`src/rtl/operand_entry.sv`:
```
// operand_entry: button press edges to two 2-digit BCD operands plus operator, handed off over valid/ready
module operand_entry #(
    parameter int NUM_OPS = 4
) (
    input  logic       clk,
    input  logic       rst_n,
    input  logic       btn_inc,
    input  logic       btn_next,
    input  logic       btn_op,
    input  logic       btn_enter,
    output logic       req_valid,
    input  logic       req_ready,
    output logic [6:0] operand_a,
    output logic [6:0] operand_b,
    output logic [1:0] op_code,
    output logic [3:0] disp_tens,
    output logic [3:0] disp_ones,
    output logic       cursor,
    output logic       entering_b
);
    typedef enum logic [1:0] {ENTER_A, ENTER_B, REQ} state_t;
    state_t     state, state_n;
    logic [3:0] lvl, prev, pr;
    logic [3:0] a_t, a_o, b_t, b_o, a_t_n, a_o_n, b_t_n, b_o_n;
    logic [1:0] op_n;
    logic       cursor_n;
    logic [6:0] oa_n, ob_n;

    function automatic logic [3:0] inc10(input logic [3:0] d);
        return d >= 4'd9 ? 4'd0 : d + 4'd1;
    endfunction

    function automatic logic [6:0] bin(input logic [3:0] t, input logic [3:0] o);
        return 7'(t) * 7'd10 + 7'(o);
    endfunction

    assign lvl        = {btn_enter, btn_op, btn_next, btn_inc};
    assign pr         = lvl & ~prev;
    assign req_valid  = state == REQ;
    assign entering_b = state == ENTER_B || state == REQ;
    assign disp_tens  = entering_b ? b_t : a_t;
    assign disp_ones  = entering_b ? b_o : a_o;

    always_comb begin
        state_n  = state;
        a_t_n    = a_t;
        a_o_n    = a_o;
        b_t_n    = b_t;
        b_o_n    = b_o;
        op_n     = op_code;
        cursor_n = cursor;
        oa_n     = operand_a;
        ob_n     = operand_b;
        case (state)
            ENTER_A, ENTER_B: begin
                if (pr[3]) begin
                    if (state == ENTER_A) begin
                        state_n  = ENTER_B;
                        b_t_n    = 4'd0;
                        b_o_n    = 4'd0;
                        cursor_n = 1'b0;
                    end else begin
                        state_n = REQ;
                        oa_n    = bin(a_t, a_o);
                        ob_n    = bin(b_t, b_o);
                    end
                end else if (pr[2]) begin
                    op_n = op_code == 2'(NUM_OPS - 1) ? 2'd0 : op_code + 2'd1;
                end else if (pr[1]) begin
                    cursor_n = ~cursor;
                end else if (pr[0]) begin
                    if (state == ENTER_A) begin
                        a_t_n = cursor ? inc10(a_t) : a_t;
                        a_o_n = cursor ? a_o : inc10(a_o);
                    end else begin
                        b_t_n = cursor ? inc10(b_t) : b_t;
                        b_o_n = cursor ? b_o : inc10(b_o);
                    end
                end
            end
            REQ: begin
                if (req_ready) begin
                    state_n  = ENTER_A;
                    a_t_n    = 4'd0;
                    a_o_n    = 4'd0;
                    b_t_n    = 4'd0;
                    b_o_n    = 4'd0;
                    cursor_n = 1'b0;
                end
            end
            default: state_n = ENTER_A;
        endcase
    end

    always_ff @(posedge clk) begin
        if (!rst_n) begin
            state     <= ENTER_A;
            prev      <= 4'hf;
            a_t       <= 4'd0;
            a_o       <= 4'd0;
            b_t       <= 4'd0;
            b_o       <= 4'd0;
            op_code   <= 2'd0;
            cursor    <= 1'b0;
            operand_a <= 7'd0;
            operand_b <= 7'd0;
        end else begin
            state     <= state_n;
            prev      <= lvl;
            a_t       <= a_t_n;
            a_o       <= a_o_n;
            b_t       <= b_t_n;
            b_o       <= b_o_n;
            op_code   <= op_n;
            cursor    <= cursor_n;
            operand_a <= oa_n;
            operand_b <= ob_n;
        end
    end
endmodule

```
`config.mk`:
```
export PLATFORM = sky130hd
export DESIGN_NAME = operand_entry
export DESIGN_NICKNAME = d
export VERILOG_FILES = /design/src/rtl/operand_entry.sv
export SDC_FILE = /design/constraint.sdc
export NUM_CORES = 1
export LEC_CHECK = 0
export BUFFER_PORTS_ARGS = -buffer_cell sky130_fd_sc_hd__buf_2
export CORE_ASPECT_RATIO = 1.1
export CORE_MARGIN = 2
export CORE_UTILIZATION = 35
export CTS_BUF_LIST = sky130_fd_sc_hd__clkbuf_4
export DETAILED_ROUTE_END_ITERATION = 10
export SLEW_MARGIN = 10
export SYNTH_ARGS = -nofsm -noshare
export SYNTH_HDL_FRONTEND = slang
export SYNTH_SLANG_ARGS = --single-unit
```
`constraint.sdc`:
```
create_clock -name clk -period 2.65 [get_ports clk]
set_input_delay 0.1325 -clock clk [delete_from_list [all_inputs] [get_ports clk]]
set_output_delay 0.1325 -clock clk [all_outputs]
set_load 0.01 [all_outputs]
```
* Yosys cells after proc, flatten, opt, wreduce, memory -nomap -nowiden *
Cells that the tools add are included.

storage, ports and cells
  bits in read-only memories = 0
  output and inout port bits = 27
  bits in writable memories = 0
  register bits = 39
  bits of input ports = 7
  word-level logic and storage cells = 107
  memories = 0
  latch bits = 0

operators by class
  multipliers = 2
  bitwise gates (word level) = 5
  divide/modulo/power cells = 0
  add/sub/neg operators = 7
  reductions and logical operators = 12
  eq/ne operators = 20
  magnitude comparators = 4
  muxes and demuxes = 47
  shifts and indexed selects = 0

operators by type and width
  cell                 number
  $mux 4               32
  $pmux 4 s2           4
  $reduce_and 8->1     4
  $ne 3x3->1 const B   8
  $add 4x1->4 const B  4
  $ge 4x4->1 const B   4
  $ne 2x2->1 const B   8
  $add 7x4->7          2
  $mul 4x3->6 const B  2
  $mux 2               4
  $reduce_and 3->1     2
  $mux 1               5
  $reduce_and 5->1     1
  $and 4x4->4          1
  $eq 2x2->1 const B   2
  $not 4->4            1
  $pmux 2 s2           1
  $not 1->1            3
  $add 2x1->2 const B  1
  $eq 2x1->1 const B   1
  $logic_not 2->1      1
  $ne 2x1->1 const B   1
  $pmux 1 s2           1
  $reduce_and 2->1     1
  3 further kinds      3

* Logic depth before layout (Yosys ltp) *
  depth after elaboration = 9
  depth in mapped cells = 9
  gate-level depth less buffers = 9

* Least setup slack after synthesis *
No wires, ideal clock.

  path kind = register to register
  start = register b_t[1]
  end = register operand_b[6]
  library setup time = 116 ps
  data arrival time = 1946 ps
  path buffers = 0
  cell stages (with the launch flop) = 10
  data required time = 2534 ps
  clock period less this slack = 2063 ps
  setup slack = 587 ps
  cell sequence = dfxtp_1 -> ha_1 -> ha_1 -> inv_1 -> fa_1 -> nand2b_1 -> a21oi_1 -> xnor2_1 -> nand2_1 -> o211a_1

on the way
  longest elaborated chain between the ends = 2

RTL lines
  element                   line  source
  start: declaration        24    logic [3:0] a_t, a_o, b_t, b_o, a_t_n, a_o_n, b_t_n, b_o_n;
  start signal: assignment  112   b_t <= b_t_n;
  $mul 4x3->6               34    return 7'(t) * 7'd10 + 7'(o);
  $add 7x4->7               34
  end signal: assignment    117   operand_b <= ob_n;
  end: declaration          14    output logic [6:0] operand_b,

No other way between the ends.
A chain may end at the register's enable or synchronous reset.

* Worst setup path after layout *
  start = register b_t[1]
  end = register b_t[3]

on the way
  longest elaborated chain between the ends = 9
  elaborated cells on any way between the ends = 10
  classes of those cells = add/sub: 1; order compare: 1; mux: 8

RTL lines
  element                                    line  source
  $add 4x1->4 or $ge 4x4->1 (tied branches)  30    return d >= 4'd9 ? 4'd0 : d + 4'd1;
  $mux 4 *                                   30
  $mux 4 *                                   76    b_t_n = cursor ? inc10(b_t) : b_t;
  $mux 4 *                                   72    if (state == ENTER_A) begin
  $mux 4 *                                   71    end else if (pr[0]) begin
  $mux 4 *                                   69    end else if (pr[1]) begin
  $mux 4 *                                   67    end else if (pr[2]) begin
  $mux 4 *                                   56    if (pr[3]) begin
  $pmux 4 s2 *                               54    case (state)

Every way passes the cells marked *; elsewhere a longest branch is shown, timed or not. The select of a mux whose other input is x is not followed.

==> results.md <==
- Status: completed
- Clock skew: 0.009842 ns
- Cells on worst reg2reg path: 6
- TritonCTS Buffers: 5
- Reg2reg end: b_t[3]
- Total Die Area: 0.008205 mm2
- Largest net degree at the start of global routing: 46
- I/O pin count: 34
- Most instantiated library cell after synthesis: nand2_1
- Non-Filler Instances: 426
- Critical path startpoint: b_t[1]
- Pins Over Slew Limit: 0
- Register area: between 700 and 800 um2
- Number of iterations in the first detailed-routing pass: 4
- H-tree depth: 2
- CP required: roughly 2.9 ns
- Insertion delay to the later sink of the worst-skew pair: around 0.35 ns
- Worst-path cell chain: inv_1 -> ha_1 -> or3b_2 -> a211oi_1 -> nand2b_1 -> o32ai_1
- Critical Path AT: 2.49 ns
- #FFs+latches synth: 39
- Setup slack, reg-to-reg: 0.43 ns
- Core area: 0.007350 mm2
- Netlist cell types: 41
- Final TNS setup: 0 ns
- Placed instance area: 0.002875 mm2
- Area of the multi-input gates: 0.001700 mm2
- CP Depth: 6
- FILL cells: 762
- Die Width: 86.55 um
- Pleak: 1.322 nW
- GRT Util Overall: between 10% and 20%
- DPL Wire Length: 4297 um
- Area leader, netlist: dfxtp_1
- Post-Syn Area: 0.002624 mm2
- F_max: between 400 and 500 MHz
- Worst min path class: input pin to register
- CP Launch Type: register
- Clock power frac: 23.3%
- Site row count: 33
- Syn_nets: between 300 and 400
- Slew HR: 50.88%
- Post-Synthesis Cells: approximately 300
- Grt ovf: 0
- Tmin final: between 2 and 2.5 ns
- Worst Path Max Fanout: 7
- Clock Root Buffer: clkbuf_4
- First-pass GRT wire length: a little under 10000 um
- Sw power: 470.7 uW
- Overall power: 1.373 mW
- Top Family by Delay on Critical Path: compound AO/OA/AOI/OAI gates
- Peak VDD IR: 0.0002148 V
- Iteration-0 DRC count of the detailed router: about 120
- Flop pwr share: 48.6%
- Placed Cells: 414
- Initial antenna violation count: 0
- Comb power frac: 28.1%
- Worst r2r src: b_t[1]
- Area delta synth->final: 13.30%
- Area share of the largest cell type after synthesis: 29.76%
- # resized after CTS: 0
- WP buf/inv: 1
- Clk slew on worst S/H paths: around 0.12 ns
- I/O Buffers: 33
- Critical path type: register to register
- Starting Density: 35.70%
- Most frequent cells after synthesis: nand2_1, dfxtp_1, ha_1
- DRC: 0
- Worst slew pin tran: roughly 0.74 ns
- RSZ-0062 raised after global routing: no
- Final instance area: approximately 0.0030 mm2
- Tcrit/Tclk final: ~84%
- Pre-CTS WS: 0.4359 ns
- Final hold violation count: 0
- Internal power: around 900 uW
- EDFF count, synth: 0
- Syn avg cell area: 8.688 um2
- Clock Tree Buf Depth: 2
- Slowest cell on the critical path: a211oi_1
- Area contributors post-synth: dfxtp_1, ha_1, nand2_1
- Async SR Flop Fraction: 0%
- Final nets: 380
- Last element of the critical path: b_t[3]
- Layout cells sized above 1: 16.52%
- Antenna viol nets, final: 0
- Switching share of power: 34.29%
- Max Cap Viol: 0
- Power Dens Cells: ~460 mW/mm2
- Synth Flop Type: dfxtp_1
- Die height: ~95 um
- Critical Path Sink Type: register
- Drt total wl: 5715 um
- Antenna Cells: 0
- DR vias/cell: 5.075
- GPL Wtd Cong: a little under 0.9
- Sequential share of the synthesized area: 29.76%
- Critical Path Max Stage Delay: just over 0.5 ns
- Post-layout util: 40.45%
- Final WS setup: 0.4342 ns
- WHS: ~0.26 ns
- Vias: 2162
- Vias in the first global route: approximately 2.1k
- Clk sinks: 39
- CTS tree: yes
- Ys Warns: 0
- Final setup viols: 0
- Avg WL per Cell: 13.42 um
==> registers in the layout (all words and copies together) (netlist names) <==
signal and count:
operand_a 7, operand_b 7, a_o 4, a_t 4, b_o 4, b_t 4
prev 4, op_code 2, state 2, cursor 1
==> worst min-delay path: cells and delay by family <==
kind | cells | cell delay, ns
AND/OR/NAND/NOR | 1 | 0.05
buffers and inverters | 1 | 0.09
AO/OA/AOI/OAI | 2 | 0.29
==> placed cells by master (no fill, tap or decap), drive strengths merged, types with 11 or more instances in the layout <==
cell	count
o21ai	16
inv	24
ha	31
buf	37
nand2	41
dfxtp	39
nor2b	14
a21boi	11
==> cells by family (layout without fill, tap and decap cells) <==
group | after synthesis | in the layout | share of synthesized area, %
DFF | 39 | 39 | 29.76
adders and majority gates | 35 | 35 | 17.84
AOI/OAI and AO/OA | 62 | 62 | 16.79
and+or+nand+nor | 110 | 110 | 22.94
buffers and inverters | 36 | 73 | 5.436
xor gates and xnor gates | 10 | 10 | 3.338
muxes | 10 | 10 | 3.910
==> cell type report <==
cell class                 count  area share, %
clock buffer                   6          1.515
multi-input combinational    227          57.20
clock inverter                 2         0.4209
tap                           87          3.662
timing repair buffer          41          7.912
sequential                    39          26.26
inverter                      24          3.030
==> layer usage <==
layer / up-vias / wire length [um] / GRT usage, %
met5: - / 0 / 0
met4: 0 / 53 / 4.167
met3: 5 / 146 / 2.885
met2: 39 / 2806 / 26.67
met1: 1011 / 2708 / 18.53
li1: 1107 / - / -
==> worst min-delay path by stage <==
stage	startpoint	to	cells after the start
after floorplan	btn_inc	prev[0]	1
after global placement	btn_op	prev[2]	2
after detailed placement	btn_op	prev[2]	2
after CTS	req_ready	state[1]	4
after global routing	req_ready	state[1]	4
final	req_ready	state[1]	4
==> power groups by stage <==
stage,registers (mW),logic (mW),clock network [mW]
after floorplan,0.667,0.295,0
after global placement,0.681,0.376,0
after detailed placement,0.681,0.382,0
after CTS,0.668,0.390,0.335
after global routing,0.675,0.441,0.359
final,0.667,0.386,0.320
==> repair_timing <==
item / 4_1_cts / 5_1_grt
setup buffers: 0 / 0
hold buffers: 4 / 0
hold endpoints to repair: 4 / 0
Note: power is estimated with default switching activity, not from simulation.
